$ cat config.mk
export PLATFORM = sky130hd
export DESIGN_NAME = vga_rx_decoder
export DESIGN_NICKNAME = d
export VERILOG_FILES = /design/src/rtl/vga_rx_decoder.sv
export SDC_FILE = /design/constraint.sdc
export NUM_CORES = 1
export LEC_CHECK = 0
export ABC_AREA = 1
export BUFFER_PORTS_ARGS = -buffer_cell sky130_fd_sc_hd__buf_4
export CORE_MARGIN = 8
export CORE_UTILIZATION = 40
export DETAILED_ROUTE_END_ITERATION = 6
export PLACE_DENSITY = 0.62
export SLEW_MARGIN = 10
export SYNTH_ARGS = -nofsm -noshare
export SYNTH_HDL_FRONTEND = slang
export SYNTH_SLANG_ARGS = --single-unit
$ cat constraint.sdc
create_clock -name iCLK -period 2.7 [get_ports iCLK]
set_clock_uncertainty 0.15 [all_clocks]
set_input_delay 0.135 -clock iCLK [delete_from_list [all_inputs] [get_ports iCLK]]
set_output_delay 0.135 -clock iCLK [all_outputs]
set_load 0.1 [all_outputs]
$ cat src/rtl/vga_rx_decoder.sv
// ============================================================================
//  Module   : vga_rx_decoder
//  Purpose  : Locks to incoming VGA sync timing and emits X/Y-tagged pixels.
//             Optional per-frame checksum: VGA_RX_CHECKSUM_EN.
//  Revision : 1.0  initial release
// ============================================================================
`default_nettype none

module vga_rx_decoder #(
  parameter int TIMEOUT     = 4095,
  parameter int MIN_H_TOTAL = 16
) (
  input  logic        iCLK,
  input  logic        iRST,
  input  logic [9:0]  iVGA_R,
  input  logic [9:0]  iVGA_G,
  input  logic [9:0]  iVGA_B,
  input  logic        iVGA_HS,
  input  logic        iVGA_VS,
  input  logic        iVGA_BLANK_N,
  output logic [9:0]  oR,
  output logic [9:0]  oG,
  output logic [9:0]  oB,
  output logic [9:0]  oX,
  output logic [9:0]  oY,
  output logic        oPIX_VALID,
  output logic        oFRAME_START,
  output logic        oLOCKED,
  output logic        oERR,
  output logic [11:0] oH_TOTAL,
  output logic [10:0] oV_TOTAL,
  output logic [31:0] oFRAME_SUM
);

  localparam logic [11:0] c_TMO     = 12'(TIMEOUT);
  localparam logic [12:0] c_MIN_H   = 13'(MIN_H_TOTAL);

  typedef enum logic [1:0] {
    S_SEARCH = 2'd0,
    S_MEAS1  = 2'd1,
    S_MEAS2  = 2'd2,
    S_LOCKED = 2'd3
  } state_t;

  state_t      r_state;
  logic [9:0]  r_s1_r, r_s1_g, r_s1_b;
  logic        r_s1_hs, r_s1_vs, r_s1_bn;
  logic        r_s2_hs, r_s2_vs, r_s2_bn;
  logic [11:0] r_hcnt;
  logic [10:0] r_vcnt;
  logic [9:0]  r_x, r_y;
  logic [11:0] r_h_meas, r_h_total;
  logic [10:0] r_v_meas, r_v_total;
  logic [9:0]  r_out_r, r_out_g, r_out_b, r_out_x, r_out_y;
  logic        r_pix_valid, r_frame_start, r_err;

  logic        w_hsf, w_vsf, w_bf, w_glitch, w_tmo;
  logic [12:0] w_period;
  logic [10:0] w_vcnt_eff;

  assign w_hsf      = r_s2_hs & ~r_s1_hs;
  assign w_vsf      = r_s2_vs & ~r_s1_vs;
  assign w_bf       = r_s2_bn & ~r_s1_bn;
  // 13-bit period so a saturated hcnt never wraps into a false glitch
  assign w_period   = {1'b0, r_hcnt} + 13'd1;
  assign w_glitch   = w_hsf && (w_period < c_MIN_H);
  assign w_tmo      = (r_hcnt == c_TMO);
  // An HSF coincident with VSF belongs to the frame that is ending
  assign w_vcnt_eff = r_vcnt + {10'd0, w_hsf};

  always_ff @(posedge iCLK) begin
    if (iRST) begin
      r_s1_r <= '0; r_s1_g <= '0; r_s1_b <= '0;
      r_s1_hs <= 1'b0; r_s1_vs <= 1'b0; r_s1_bn <= 1'b0;
      r_s2_hs <= 1'b0; r_s2_vs <= 1'b0; r_s2_bn <= 1'b0;
      r_hcnt <= '0; r_vcnt <= '0; r_x <= '0; r_y <= '0;
      r_out_r <= '0; r_out_g <= '0; r_out_b <= '0;
      r_out_x <= '0; r_out_y <= '0; r_pix_valid <= 1'b0;
    end else begin
      r_s1_r  <= iVGA_R;  r_s1_g  <= iVGA_G;  r_s1_b  <= iVGA_B;
      r_s1_hs <= iVGA_HS; r_s1_vs <= iVGA_VS; r_s1_bn <= iVGA_BLANK_N;
      r_s2_hs <= r_s1_hs; r_s2_vs <= r_s1_vs; r_s2_bn <= r_s1_bn;
      if (w_hsf)       r_hcnt <= '0;
      else if (!w_tmo) r_hcnt <= r_hcnt + 12'd1;
      if (w_vsf)       r_vcnt <= '0;
      else if (w_hsf)  r_vcnt <= r_vcnt + 11'd1;
      if (w_hsf)        r_x <= '0;
      else if (r_s1_bn) r_x <= r_x + 10'd1;
      if (w_vsf)        r_y <= '0;
      else if (w_bf)    r_y <= r_y + 10'd1;
      r_out_r <= r_s1_r; r_out_g <= r_s1_g; r_out_b <= r_s1_b;
      r_out_x <= r_x;    r_out_y <= r_y;
      r_pix_valid <= (r_state == S_LOCKED) && r_s1_bn;
    end
  end

  always_ff @(posedge iCLK) begin
    if (iRST) begin
      r_state       <= S_SEARCH;
      r_h_meas      <= '0;
      r_v_meas      <= '0;
      r_h_total     <= '0;
      r_v_total     <= '0;
      r_frame_start <= 1'b0;
      r_err         <= 1'b0;
    end else begin
      r_frame_start <= 1'b0;
      r_err         <= 1'b0;
      case (r_state)
        S_SEARCH: begin
          if (w_vsf) r_state <= S_MEAS1;
        end
        S_MEAS1: begin
          if (w_glitch || w_tmo) begin
            r_state <= S_SEARCH;
          end else begin
            if (w_hsf) r_h_meas <= w_period[11:0];
            if (w_vsf) begin
              r_v_meas <= w_vcnt_eff;
              r_state  <= S_MEAS2;
            end
          end
        end
        S_MEAS2: begin
          if (w_glitch || w_tmo || (w_hsf && (w_period != {1'b0, r_h_meas}))) begin
            r_state <= S_SEARCH;
          end else if (w_vsf) begin
            if (w_vcnt_eff == r_v_meas) begin
              r_h_total <= r_h_meas;
              r_v_total <= r_v_meas;
              r_state   <= S_LOCKED;
            end else begin
              r_state <= S_SEARCH;
            end
          end
        end
        S_LOCKED: begin
          if (w_glitch || w_tmo ||
              (w_hsf && (w_period != {1'b0, r_h_total})) ||
              (w_vsf && (w_vcnt_eff != r_v_total))) begin
            r_state <= S_SEARCH;
            r_err   <= 1'b1;
          end else if (w_vsf) begin
            r_frame_start <= 1'b1;
          end
        end
        default: r_state <= S_SEARCH;
      endcase
    end
  end

`ifdef VGA_RX_CHECKSUM_EN
  logic [31:0] r_acc, r_sum;
  logic [31:0] w_add;

  assign w_add = r_pix_valid ? (32'(r_out_r) + 32'(r_out_g) + 32'(r_out_b)) : 32'd0;

  always_ff @(posedge iCLK) begin
    if (iRST) begin
      r_acc <= '0;
      r_sum <= '0;
    end else if (w_vsf) begin
      r_sum <= r_acc + w_add;
      r_acc <= '0;
    end else begin
      r_acc <= r_acc + w_add;
    end
  end

  assign oFRAME_SUM = r_sum;
`else
  assign oFRAME_SUM = '0;
`endif

  assign oR           = r_out_r;
  assign oG           = r_out_g;
  assign oB           = r_out_b;
  assign oX           = r_out_x;
  assign oY           = r_out_y;
  assign oPIX_VALID   = r_pix_valid;
  assign oFRAME_START = r_frame_start;
  assign oLOCKED      = (r_state == S_LOCKED);
  assign oERR         = r_err;
  assign oH_TOTAL     = r_h_total;
  assign oV_TOTAL     = r_v_total;

endmodule

`default_nettype wire
==> metrics <==
met3 GRT Util about 4.1%; multi-input logic area about 0.0032 mm^2; initial antenna violation count 0; grt ovf 0; simple-gate portion of the synthesized area 27.2%; Critical Path End Type flip-flop; mux cell area share after synthesis 0%; worst-case clock buffer depth 2; Clock Latency Late Sink approximately 420 ps; Fillers 1819; power share of the sequential group 46.9%; Layout Cells excl Fill 1449; Vias/cell 4.54; total power draw 5.88 mW; H-tree levels 4; Final min period 2630 ps; vias in the first global route 6054; Crit path required time between 2000 and 3000 ps; largest net degree at the start of global routing 91; Fin. Hold Viols 0; Starting Density 40.7%; sequential share of the synthesized area approximately 47%; Die Y 154 um; Sw Ratio 28.7%; Core ar. 0.0186 mm^2; maxcap violations 0; busiest metal layer after global routing met2; yosys warns 0; final net count 1244; R2R cell count 19; Avg Inst Size Synth 7.25 um^2; Final setup viols 0; FF/Latch Area 0.00361 mm^2; CTS Buf Count 17; worst-path maximum fanout 6; P&R area growth vs syn 27.1%; Initial DRT Pass Iterations 5; RSZ-0062 raised after global routing true; Core Rows 50; Worst Hold Class flip-flop to flip-flop; Synth Instances 1047; NetSw 1.68 mW; Post-DP Area about 0.0086 mm^2; FF-to-FF Start r_s1_hs; relative max-transition margin 40.4%; Avg WL per Cell between 10 and 15 um; internal power ~4.2 mW; share of cells above drive strength 1 between 10% and 20%; routability cong. 0.850; Final Instance Area roughly 0.0097 mm^2; clock power share 40.7%; M1 GR Usage a little under a fifth; WL final approximately 18 mm; complex-gate fraction of the synthesized area between 8 and 9%; distinct cell type count after synthesis 35; dpl cells 1383; met2 Track Usage GR about a quarter; critical path class flip-flop to flip-flop; hold path cells 2; combinational share of power 12.5%; Buffers on Ports 111; Vias 6575; HP Start r_s1_b[2]; VDD IR max around 430 uV; outcome complete, no violations; adder-cell area share of the yosys netlist less than 1%; I/O pin count between 100 and 150; first-pass GRT wire length 29.3 mm; # diodes 0; Setup crit start kind flip-flop; post-route ant nets 0; clk sinks 180; CTS Root Cell clkbuf_16; die width 154 um; Residual DRC 0; Max Slew Vio Count 0; initial drt markers 342; worst-margin pin slew 894 ps; most common cell after layout, fill and taps aside nor2_1; crit path DAT ~2800 ps; Worst-path clk slew 70 ps; die area 0.0236 mm^2; CTS tree yes; Total GRT Usage between 10% and 20%; post-synthesis xor/xnor area fraction 1.50%; WHS 247 ps; Synth Register Bits 180; Worst R2R End oV_TOTAL[4]; Cell Pwr Density between 600 and 700 mW/mm^2; commonest cells after routing, fill and taps aside nor2_1, dfxtp_1, nand2_1; hold path endpoint oB[2]; Lkg Pwr 4.42 nW; Netlist Area Pre-Place 0.00759 mm^2; HPWL after DPL between 10 and 15 mm; crit share post-route 97.5%; reg2reg setup slack 70 ps; largest family of logic cells by synthesized area simple AND/OR/NAND/NOR gates; fmax around 380 MHz
## registers in the layout (all words and copies together) (netlist names), 11 cells and up
register / cells
r_vcnt: 11
r_v_meas: 11
oH_TOTAL: 12
r_h_meas: 12
oV_TOTAL: 11
r_hcnt: 12
## synthesized netlist by cell type, drive strengths merged
cell type,n,share of area [%]
inv,175,8.7
nand3b,5,0.49
clkbuf,20,1.0
or2,3,0.25
nor3,16,1.3
ha,6,0.99
a31oi,1,0.082
a21oi,65,4.3
conb,1,0.049
nand3,57,3.8
xor2,9,1.0
dfxtp,180,47
nand2,181,9.3
nand4,13,1.1
o21ai,60,4.0
buf,43,4.3
o21bai,2,0.30
xnor2,4,0.46
nor3b,1,0.099
and2,1,0.082
nor2,202,11
o22ai,2,0.16
## worst max-delay path, stage by stage, from the launching register on
cell	delay, ps
dfxtp_2	320
inv_2	50
nand2_2	50
inv_2	70
ha_4	140
ha_4	150
nand3_4	90
nor2_4	120
nand2_1	60
nand2_1	80
nand2_2	90
xnor2_2	150
nor3_2	100
nand2_1	80
nor2_2	130
nand3_2	110
nor2_4	250
buf_6	160
o21ai_0	70
nor2_1	120
## cell type report
type	count	area share (%)
clock buffer	20	4.52
clock inverter	11	1.23
inverter	175	6.91
multi-input combinational	660	32.7
sequential	180	37.4
tap	234	3.03
timing repair buffer	169	14.3
## power groups by stage
stage | clock network (mW) | registers [mW] | logic (mW)
floorplan | 0 | 2.98 | 0.410
global placement | 0 | 2.81 | 0.682
detailed placement | 0 | 2.81 | 0.687
CTS | 2.45 | 2.75 | 0.731
global route | 2.56 | 2.76 | 0.781
finish | 2.39 | 2.75 | 0.732
## metrics by stage
| stage | TNS [ps] | util, % | setup WS [ps] |
|---|---|---|---|
| after floorplan | 0 | - | 0.781 |
| after global placement | -257 | 46.2 | -32.3 |
| after detailed placement | -1310 | 46.2 | -104 |
| after CTS | 0 | 51.2 | 10.2 |
| after global routing | -2900 | 51.8 | -149 |
| final | 0 | 51.8 | 67.5 |
## cell families after synthesis
group                      Yosys count
xor gates and xnor gates            13
DFF                                180
and+or+nand+nor                    479
AOI/OAI and AO/OA                  130
adders and majority gates            6
buffers and inverters              238
other                                1
## worst max path at each step
stage	start	endpoint	slack [ps]	cells past startpoint
after floorplan	r_s1_hs	oV_TOTAL[4]	0.8	21
after global placement	r_s1_hs	oV_TOTAL[2]	-30	19
after detailed placement	r_s1_hs	oV_TOTAL[6]	-100	18
after CTS	r_s1_hs	oV_TOTAL[6]	10	19
after global routing	r_s1_hs	oV_TOTAL[10]	-150	19
final	r_s1_hs	oV_TOTAL[4]	70	19
## layer usage
layer	routed length, um	vias to the layer above
li1	-	3471
met1	8130	2905
met2	8400	165
met3	1010	34
met4	468	0
met5	0	-
## repair_timing
| item | 4_1_cts | 5_1_grt |
|---|---|---|
| resized for setup | 7 | 39 |
| cloned | 0 | 1 |
| hold buffers | 34 | 0 |
| pin swaps | 2 | 19 |
| setup buffers | 0 | 0 |
| hold endpoints to repair | 36 | 0 |
| endpoints found under the setup margin | 23 | 50 |
Power figures use the tool's default switching activity.
